==> src/rtl/io_bus_responder.sv <==
// io_bus_responder: LED register and prescaled interval timer on the data bus.
// Ports: i_clk/i_reset_n (sync, active-low), i_load/i_addr/i_data write side,
//   o_data/o_hit registered read side, o_leds, o_timer_flag (sticky expiry).
// Optional: define IO_TIMER_EN to build COUNT/COMPARE/STATUS and the timer FSM.
module io_bus_responder #(
   parameter logic [7:0]  BASE_ADDR = 8'hFC,
   parameter int unsigned PRESCALE  = 1
) (
   input  logic        i_clk,
   input  logic        i_reset_n,
   input  logic        i_load,
   input  logic [7:0]  i_addr,
   input  logic [15:0] i_data,
   output logic [15:0] o_data,
   output logic        o_hit,
   output logic [2:0]  o_leds,
   output logic        o_timer_flag
);

   localparam logic [1:0] OFF_LED = 2'd0;
   localparam logic [1:0] OFF_CNT = 2'd1;
   localparam logic [1:0] OFF_CMP = 2'd2;
   localparam logic [1:0] OFF_STS = 2'd3;

   logic       sel;
   logic [1:0] off;
   logic       wr_led;

   assign sel    = (i_addr[7:2] == BASE_ADDR[7:2]);
   assign off    = i_addr[1:0];
   assign wr_led = i_load && sel && (off == OFF_LED);

   // read views of the timer registers; zero when the timer is not built
   logic [15:0] rd_cnt;
   logic [15:0] rd_cmp;
   logic [15:0] rd_sts;
   logic        flag;

`ifdef IO_TIMER_EN
   typedef enum logic [1:0] {
      ST_IDLE = 2'd0,
      ST_RUN  = 2'd1,
      ST_DONE = 2'd2
   } state_e;

   localparam logic [15:0] PRESC_MAX = 16'(PRESCALE - 1);

   state_e      state_q, state_d;
   logic [15:0] count_q, count_d;
   logic [15:0] cmp_q, cmp_d;
   logic [15:0] presc_q, presc_d;
   logic        en_q, en_d;
   logic        reload_q, reload_d;
   logic        exp_q, exp_d;

   logic wr_cnt;
   logic wr_cmp;
   logic wr_sts;
   logic tick;
   logic match;

   assign wr_cnt = i_load && sel && (off == OFF_CNT);
   assign wr_cmp = i_load && sel && (off == OFF_CMP);
   assign wr_sts = i_load && sel && (off == OFF_STS);

   assign tick  = (state_q == ST_RUN) && (presc_q == PRESC_MAX);
   // match always uses the pre-write count, even when COUNT is written
   assign match = tick && (count_q == cmp_q);

   always_ff @(posedge i_clk) begin
      if (!i_reset_n) begin
         state_q  <= ST_IDLE;
         count_q  <= '0;
         cmp_q    <= 16'hFFFF;
         presc_q  <= '0;
         en_q     <= 1'b0;
         reload_q <= 1'b0;
         exp_q    <= 1'b0;
      end else begin
         state_q  <= state_d;
         count_q  <= count_d;
         cmp_q    <= cmp_d;
         presc_q  <= presc_d;
         en_q     <= en_d;
         reload_q <= reload_d;
         exp_q    <= exp_d;
      end
   end

   always_comb begin
      state_d  = state_q;
      count_d  = count_q;
      cmp_d    = cmp_q;
      presc_d  = presc_q;
      en_d     = en_q;
      reload_d = reload_q;
      exp_d    = exp_q;

      case (state_q)
         ST_RUN: begin
            presc_d = tick ? '0 : presc_q + 16'd1;
            if (tick) begin
               if (match) begin
                  if (reload_q) begin
                     count_d = '0;
                  end else begin
                     state_d = ST_DONE;
                  end
               end else begin
                  count_d = count_q + 16'd1;
               end
            end
         end
         default: ;
      endcase

      // EN=1 while already running leaves the FSM and prescaler alone
      if (wr_sts) begin
         en_d     = i_data[0];
         reload_d = i_data[1];
         if (i_data[8]) begin
            exp_d = 1'b0;
         end
         if (!i_data[0]) begin
            state_d = ST_IDLE;
         end else if (state_q != ST_RUN) begin
            state_d = ST_RUN;
            presc_d = '0;
         end
      end

      // a fresh expiry beats a same-cycle clear
      if (match) begin
         exp_d = 1'b1;
      end

      if (wr_cnt) begin
         count_d = i_data;
         presc_d = '0;
      end

      if (wr_cmp) begin
         cmp_d = i_data;
      end
   end

   assign rd_cnt = count_q;
   assign rd_cmp = cmp_q;
   assign rd_sts = {7'b0, exp_q, 6'b0, reload_q, en_q};
   assign flag   = exp_q;
`else
   logic unused_w;

   assign unused_w = ^{i_data[15:3], PRESCALE};
   assign rd_cnt   = '0;
   assign rd_cmp   = '0;
   assign rd_sts   = '0;
   assign flag     = 1'b0;
`endif

   logic [2:0]  leds_q, leds_d;
   logic [15:0] rdata_q, rdata_d;
   logic        hit_q;

   always_comb begin
      leds_d = leds_q;
      if (wr_led) begin
         leds_d = i_data[2:0];
      end
   end

   // read data reflects register state before this edge's updates
   always_comb begin
      rdata_d = '0;
      if (sel) begin
         unique case (off)
            OFF_LED: rdata_d = {13'b0, leds_q};
            OFF_CNT: rdata_d = rd_cnt;
            OFF_CMP: rdata_d = rd_cmp;
            OFF_STS: rdata_d = rd_sts;
         endcase
      end
   end

   always_ff @(posedge i_clk) begin
      if (!i_reset_n) begin
         leds_q  <= '0;
         rdata_q <= '0;
         hit_q   <= 1'b0;
      end else begin
         leds_q  <= leds_d;
         rdata_q <= rdata_d;
         hit_q   <= sel;
      end
   end

   assign o_data       = rdata_q;
   assign o_hit        = hit_q;
   assign o_leds       = leds_q;
   assign o_timer_flag = flag;

endmodule

==> config.mk <==
export PLATFORM = sky130hd
export DESIGN_NAME = io_bus_responder
export DESIGN_NICKNAME = d
export VERILOG_FILES = /design/src/rtl/io_bus_responder.sv
export SDC_FILE = /design/constraint.sdc
export NUM_CORES = 1
export LEC_CHECK = 0
export BUFFER_PORTS_ARGS = -buffer_cell sky130_fd_sc_hd__buf_2
export CAP_MARGIN = 20
export CORE_MARGIN = 2
export CORE_UTILIZATION = 31
export CTS_CLUSTER_DIAMETER = 30
export DETAILED_ROUTE_END_ITERATION = 16
export PLACE_DENSITY = 0.77
export SYNTH_ARGS = -nofsm -noshare
export SYNTH_HDL_FRONTEND = slang
export SYNTH_SLANG_ARGS = --single-unit
==> constraint.sdc <==
create_clock -name i_clk -period 1.3 [get_ports i_clk]
set_input_delay 0.26 -clock i_clk [delete_from_list [all_inputs] [get_ports i_clk]]
set_output_delay 0.26 -clock i_clk [all_outputs]
set_load 0.02 [all_outputs]
# --- Yosys cells after proc, flatten, opt, wreduce, memory -nomap -nowiden ---
# Index checks and enable logic that the tools add are counted.
totals:
  ff_bits: 20
op_classes:
  eq_ne: 4
  n_mux: 1
  n_reduce_logical: 5
op_table:
  columns: ["operator", "n"]
  rows:
  - ["16-bit one-hot mux with 2 select lines", 1]
  - ["6-bit equality test, second input constant", 1]
  - ["2-bit equality test, second input constant", 2]
  - ["3-bit OR reduction", 1]
  - ["2-bit by 1-bit equality test with 1-bit output, second input constant", 1]
  - ["1-bit logical AND", 2]
  - ["2-bit zero test", 1]
  - ["2-bit AND reduction", 1]

# --- Logic depth before layout (Yosys ltp) ---
logic_depth:
  depth_word: 3
  mapped_depth: 5
  ltp_nobuf: 5

# --- Worst setup path before layout ---
# OpenSTA, ideal clock, no wires.
synth_path:
  path_kind: "in2reg"
  from: "input port i_addr[0]"
  to: "register rdata_q[0] (netlist: o_data[0])"
  setup_time_ns: 0.059
  arrival_time_ns: 0.977
  slack_ns: 0.263
  cell_stages: 4
  n_path_buf: 0
  path_cell_list: "inv_1 ha_1 nor4_2 and2_1"
synth_via:
  elab_chain_len: 3
synth_rtl:
  columns: ["item", "line", "text"]
  rows:
  - ["start: declaration", "12", "input logic [7:0] i_addr,"]
  - ["2-bit equality test or 2-bit by 1-bit equality test with 1-bit output (tied branches)", "176", "unique case (off)"]
  - ["3-bit OR reduction (no source line)", null, null]
  - ["16-bit one-hot mux with 2 select lines (*)", "176", null]
  - ["end signal: assignment", "192", "rdata_q <= rdata_d;"]
  - ["end: declaration", "162", "logic [15:0] rdata_q, rdata_d;"]
# Mark *: on every way between the ends. The rest lies on a longest branch, timed or not. The select of a mux whose other input is x is not followed.
# A chain may end at the register's enable or synchronous reset.

# --- Final worst setup path ---
layout_path:
  from: "register leds_q[0] (netlist: o_leds[0])"
  to: "output port o_leds[0]"
layout_lines:
  columns: ["item", "line", "text"]
  rows:
  - ["start: declaration", "161", "logic [2:0] leds_q, leds_d;"]
  - ["start signal: assignment", "191", "leds_q <= leds_d;"]
  - ["end: declaration", "16", "output logic [2:0] o_leds,"]
# No word-level cell between the ends.

==> flow_summary_export.csv <==
group,metric,value,unit
setup_path,crit_path_dat,0.76,ns
sta,finalSetupViolations,0,
setup_path,critPathCaptureType,"primary output",
sta,final.min_clock_period,1.02,ns
synth,async_flop_share,0,%
die,fp.dieW,40.1,um
die,pin_count,48,
routing,maxUsedRoutingLayer,"met3",
cells_and_area,post_route_cells_drive_above_1_share,40.3,%
die,placeableCoreArea,0.00125,mm2
setup_path,path_cells,"buf_2",
synth,synth_cell_type_count,14,
place,place.gp.congestion,0.495,
outcome,status,"finished clean",
global_routing,first_global_vias,183,
worst_hold_path,holdPathStages,3,
synth,ys_seq_elements,7,
die,initial_standard_cell_utilization_of_the_core,32.3,%
setup_path,worst_r2r_path_depth,2,
synth,mappedNetlistArea,404,um2
die,die_height,40.1,um
job,drv_cap,0,
die,std_cell_rows,13,
synth,ys.warnings.count,0,
setup_path,critical_path.max_stage_delay,0.34,ns
cells_and_area,area_growth_syn_to_layout,22.0,%
sta,final-hold-violation-count,0,
setup_path,path_delay_family,"flip-flops",
synth,postSynthCellCount,44,
cts,cts_resized,0,
sta,final_min_period_over_clock_period,78.1,%
synth,post_synth_most_frequent_cells,"14 x sky130_fd_sc_hd__buf_4, 7 x sky130_fd_sc_hd__dfxtp_1, 6 x sky130_fd_sc_hd__nand2_1",
cts,clock_tree.root_cell,"sky130_fd_sc_hd__clkbuf_4",
routing,wl_met1,203,um
power_and_ir_drop,power.density_cell_area,969,mW/mm2
die,floorplan.die_area,0.00161,mm2
setup_path,worst_r2r_startpoint,"o_leds[1]$_SDFFE_PN0P_",
cells_and_area,utilization_of_the_core_after_routing,39.4,%
setup_path,path_max_fanout,3,
sta,totalNegativeSetupSlack,0,ns
worst_hold_path,timing.hold.worst.class,"in2reg",
worst_hold_path,hold-path-endpoint,"o_leds[0]$_SDFFE_PN0P_",
global_routing,wire_length_of_the_first_global_routing_pass,641,um
setup_path,critPathRequiredTime,1.04,ns
cts,post_cts_buffers,0,
sta,finClkSkew,0.00609,ns
cells_and_area,multi_input_comb_area,200,um2
routing,drt-wirelength-per-cell,7.70,um
setup_path,reg2reg_setup_slack,0.70,ns
cells_and_area,antenna_cells,0,
cells_and_area,filler_cell_count,130,
synth,synthMostInstantiatedCell,"sky130_fd_sc_hd__buf_4",
synth,yosys_most_used_dff,"sky130_fd_sc_hd__dfxtp_1",
global_routing,grt_start_max_net_pins,8,
routing,avgViaCountPerCell,3.73,
routing,detail-route-antenna-nets,0,
synth,synthTopCellsByArea,"sky130_fd_sc_hd__dfxtp_1 35%, sky130_fd_sc_hd__buf_4 26%, sky130_fd_sc_hd__mux2i_1 7.4%",
power_and_ir_drop,worst_ir_drop_vdd,0.259,mV
cts,tritoncts,"yes",
cells_and_area,sequential_cell_area,140,um2
routing,first_iter_violations,0,
power_and_ir_drop,leakage,0.266,nW
setup_path,worst_setup_path_start_kind,"flop",
global_routing,global_route.overflow_total,0,
synth,synth_sequential_area_ratio,34.7,%
routing,detailroute.wirelength.met3,105,um
synth,syn-mean-instance-area,9.18,um2
cts,cts.sink_count,7,
setup_path,reg2reg_to,"o_leds[1]$_SDFFE_PN0P_",
setup_path,path_buf_inv,1,
global_routing,grtUsageTotal,6.76,%
synth,netlist.top_cell.by_area,"sky130_fd_sc_hd__dfxtp_1",
setup_path,critical_setup_path_class,"reg2out",
cts,cts.hold.buffers_added,0,
synth,synth_enable_flop_cells,0,
routing,met2_wirelength,322,um
cts,clock_pin_slew_of_the_registers_on_the_worst_case_setup_and_hold_paths,0.05,ns
global_routing,initial_antenna_violation_count,0,
routing,detail_route.drc_violations,0,
routing,route.final.wire_length,631,um
cts,cts-buffers-inserted,3,
sta,grt_setup_unrepaired,"no",
setup_path,critical-path-slowest-cell,"sky130_fd_sc_hd__dfxtp_1",
sta,max_clock_freq,0.985,GHz
cells_and_area,layout.nets,97,
cts,insertion_delay,0.24,ns
worst_hold_path,hold_start,"i_data[0]",
place,placement.io_buffers,20,
sta,timing.final.max_slew_violations,0,
cts,cts_max_path_buffers,2,
routing,via_count,306,
cts,h-tree-depth,1,
synth,synth_largest_type_area_fraction,34.7,%
routing,detail_route.first_pass.iterations,1,
report_power, final:
part	switching [W]	internal [W]
registers	0.0000000989	0.000215
logic	0.0000536	0.0000197
clock network	0.0000726	0.000117
flip-flops by register name, indices dropped and copies added, names as in the netlist:
| signal | flops |
|---|---|
| o_hit | 1 |
| o_leds | 3 |
| o_data | 3 |
cell families after synthesis:
logic type    after synthesis  synth area share (%)
other cells                 1                 0.928
mux                         3                  7.43
flops                       7                  34.7
buf+inv                    16                  27.9
fa+ha+maj                   2                  6.19
simple gates               15                  22.9
cells in the final DEF, fill, tap and decap left out:
cell and n:
sky130_fd_sc_hd__and2_1 3, sky130_fd_sc_hd__buf_2 20, sky130_fd_sc_hd__clkbuf_1 1, sky130_fd_sc_hd__clkbuf_4 3
sky130_fd_sc_hd__conb_1 14, sky130_fd_sc_hd__dfxtp_1 7, sky130_fd_sc_hd__ha_1 2, sky130_fd_sc_hd__inv_1 2
sky130_fd_sc_hd__mux2i_1 3, sky130_fd_sc_hd__nand2_1 6, sky130_fd_sc_hd__nand3_2 1, sky130_fd_sc_hd__nand4_1 1
sky130_fd_sc_hd__nand4_2 1, sky130_fd_sc_hd__nor2_1 1, sky130_fd_sc_hd__nor2_2 1, sky130_fd_sc_hd__nor4_2 1
worst max-delay path by stage:
stage | cells past startpoint | start | slack [ns] | to
6_report | 1 | o_leds[0]$_SDFFE_PN0P_ | 0.28 | o_leds[0]
5_1_grt | 1 | o_leds[0]$_SDFFE_PN0P_ | 0.24 | o_leds[0]
4_1_cts | 1 | o_leds[1]$_SDFFE_PN0P_ | 0.29 | o_leds[1]
3_5_place_dp | 5 | i_addr[0] | 0.06 | o_data[1]$_SDFF_PP0_
3_3_place_gp | 5 | i_addr[0] | 0.07 | o_data[2]$_SDFF_PP0_
2_1_floorplan | 4 | i_addr[0] | 0.26 | o_data[0]$_SDFF_PP0_
final cells by class:
| type | count | area share (%) |
|---|---|---|
| Multi-Input combinational cell | 34 | 40.6 |
| Tap cell | 15 | 3.81 |
| Clock buffer | 4 | 5.33 |
| Timing Repair Buffer | 20 | 20.3 |
| Inverter | 2 | 1.52 |
| Sequential cell | 7 | 28.4 |
through the flow:
stage / area, um2 / worst slack (ns) / hold slack (ns) / instances / total power (W)
after floorplan: 453 / 0.263 / 0.393 / 57 / 0.000299
after global placement: 467 / 0.0744 / 0.450 / 78 / 0.000291
after detailed placement: 467 / 0.0633 / 0.460 / 78 / 0.000293
after CTS: 493 / 0.286 / 0.262 / 82 / 0.000484
after global routing: 493 / 0.236 / 0.268 / 82 / 0.000512
final: 493 / 0.285 / 0.268 / 82 / 0.000478
per-layer routing:
| layer | GRT usage (%) | up-vias |
|---|---|---|
| met5 | 0 | - |
| met1 | 3.93 | 126 |
| met3 | 3.33 | 0 |
| met2 | 12.9 | 23 |
| li1 | - | 157 |
| met4 | 7.76 | 0 |
(Power assumes the default switching activity.)
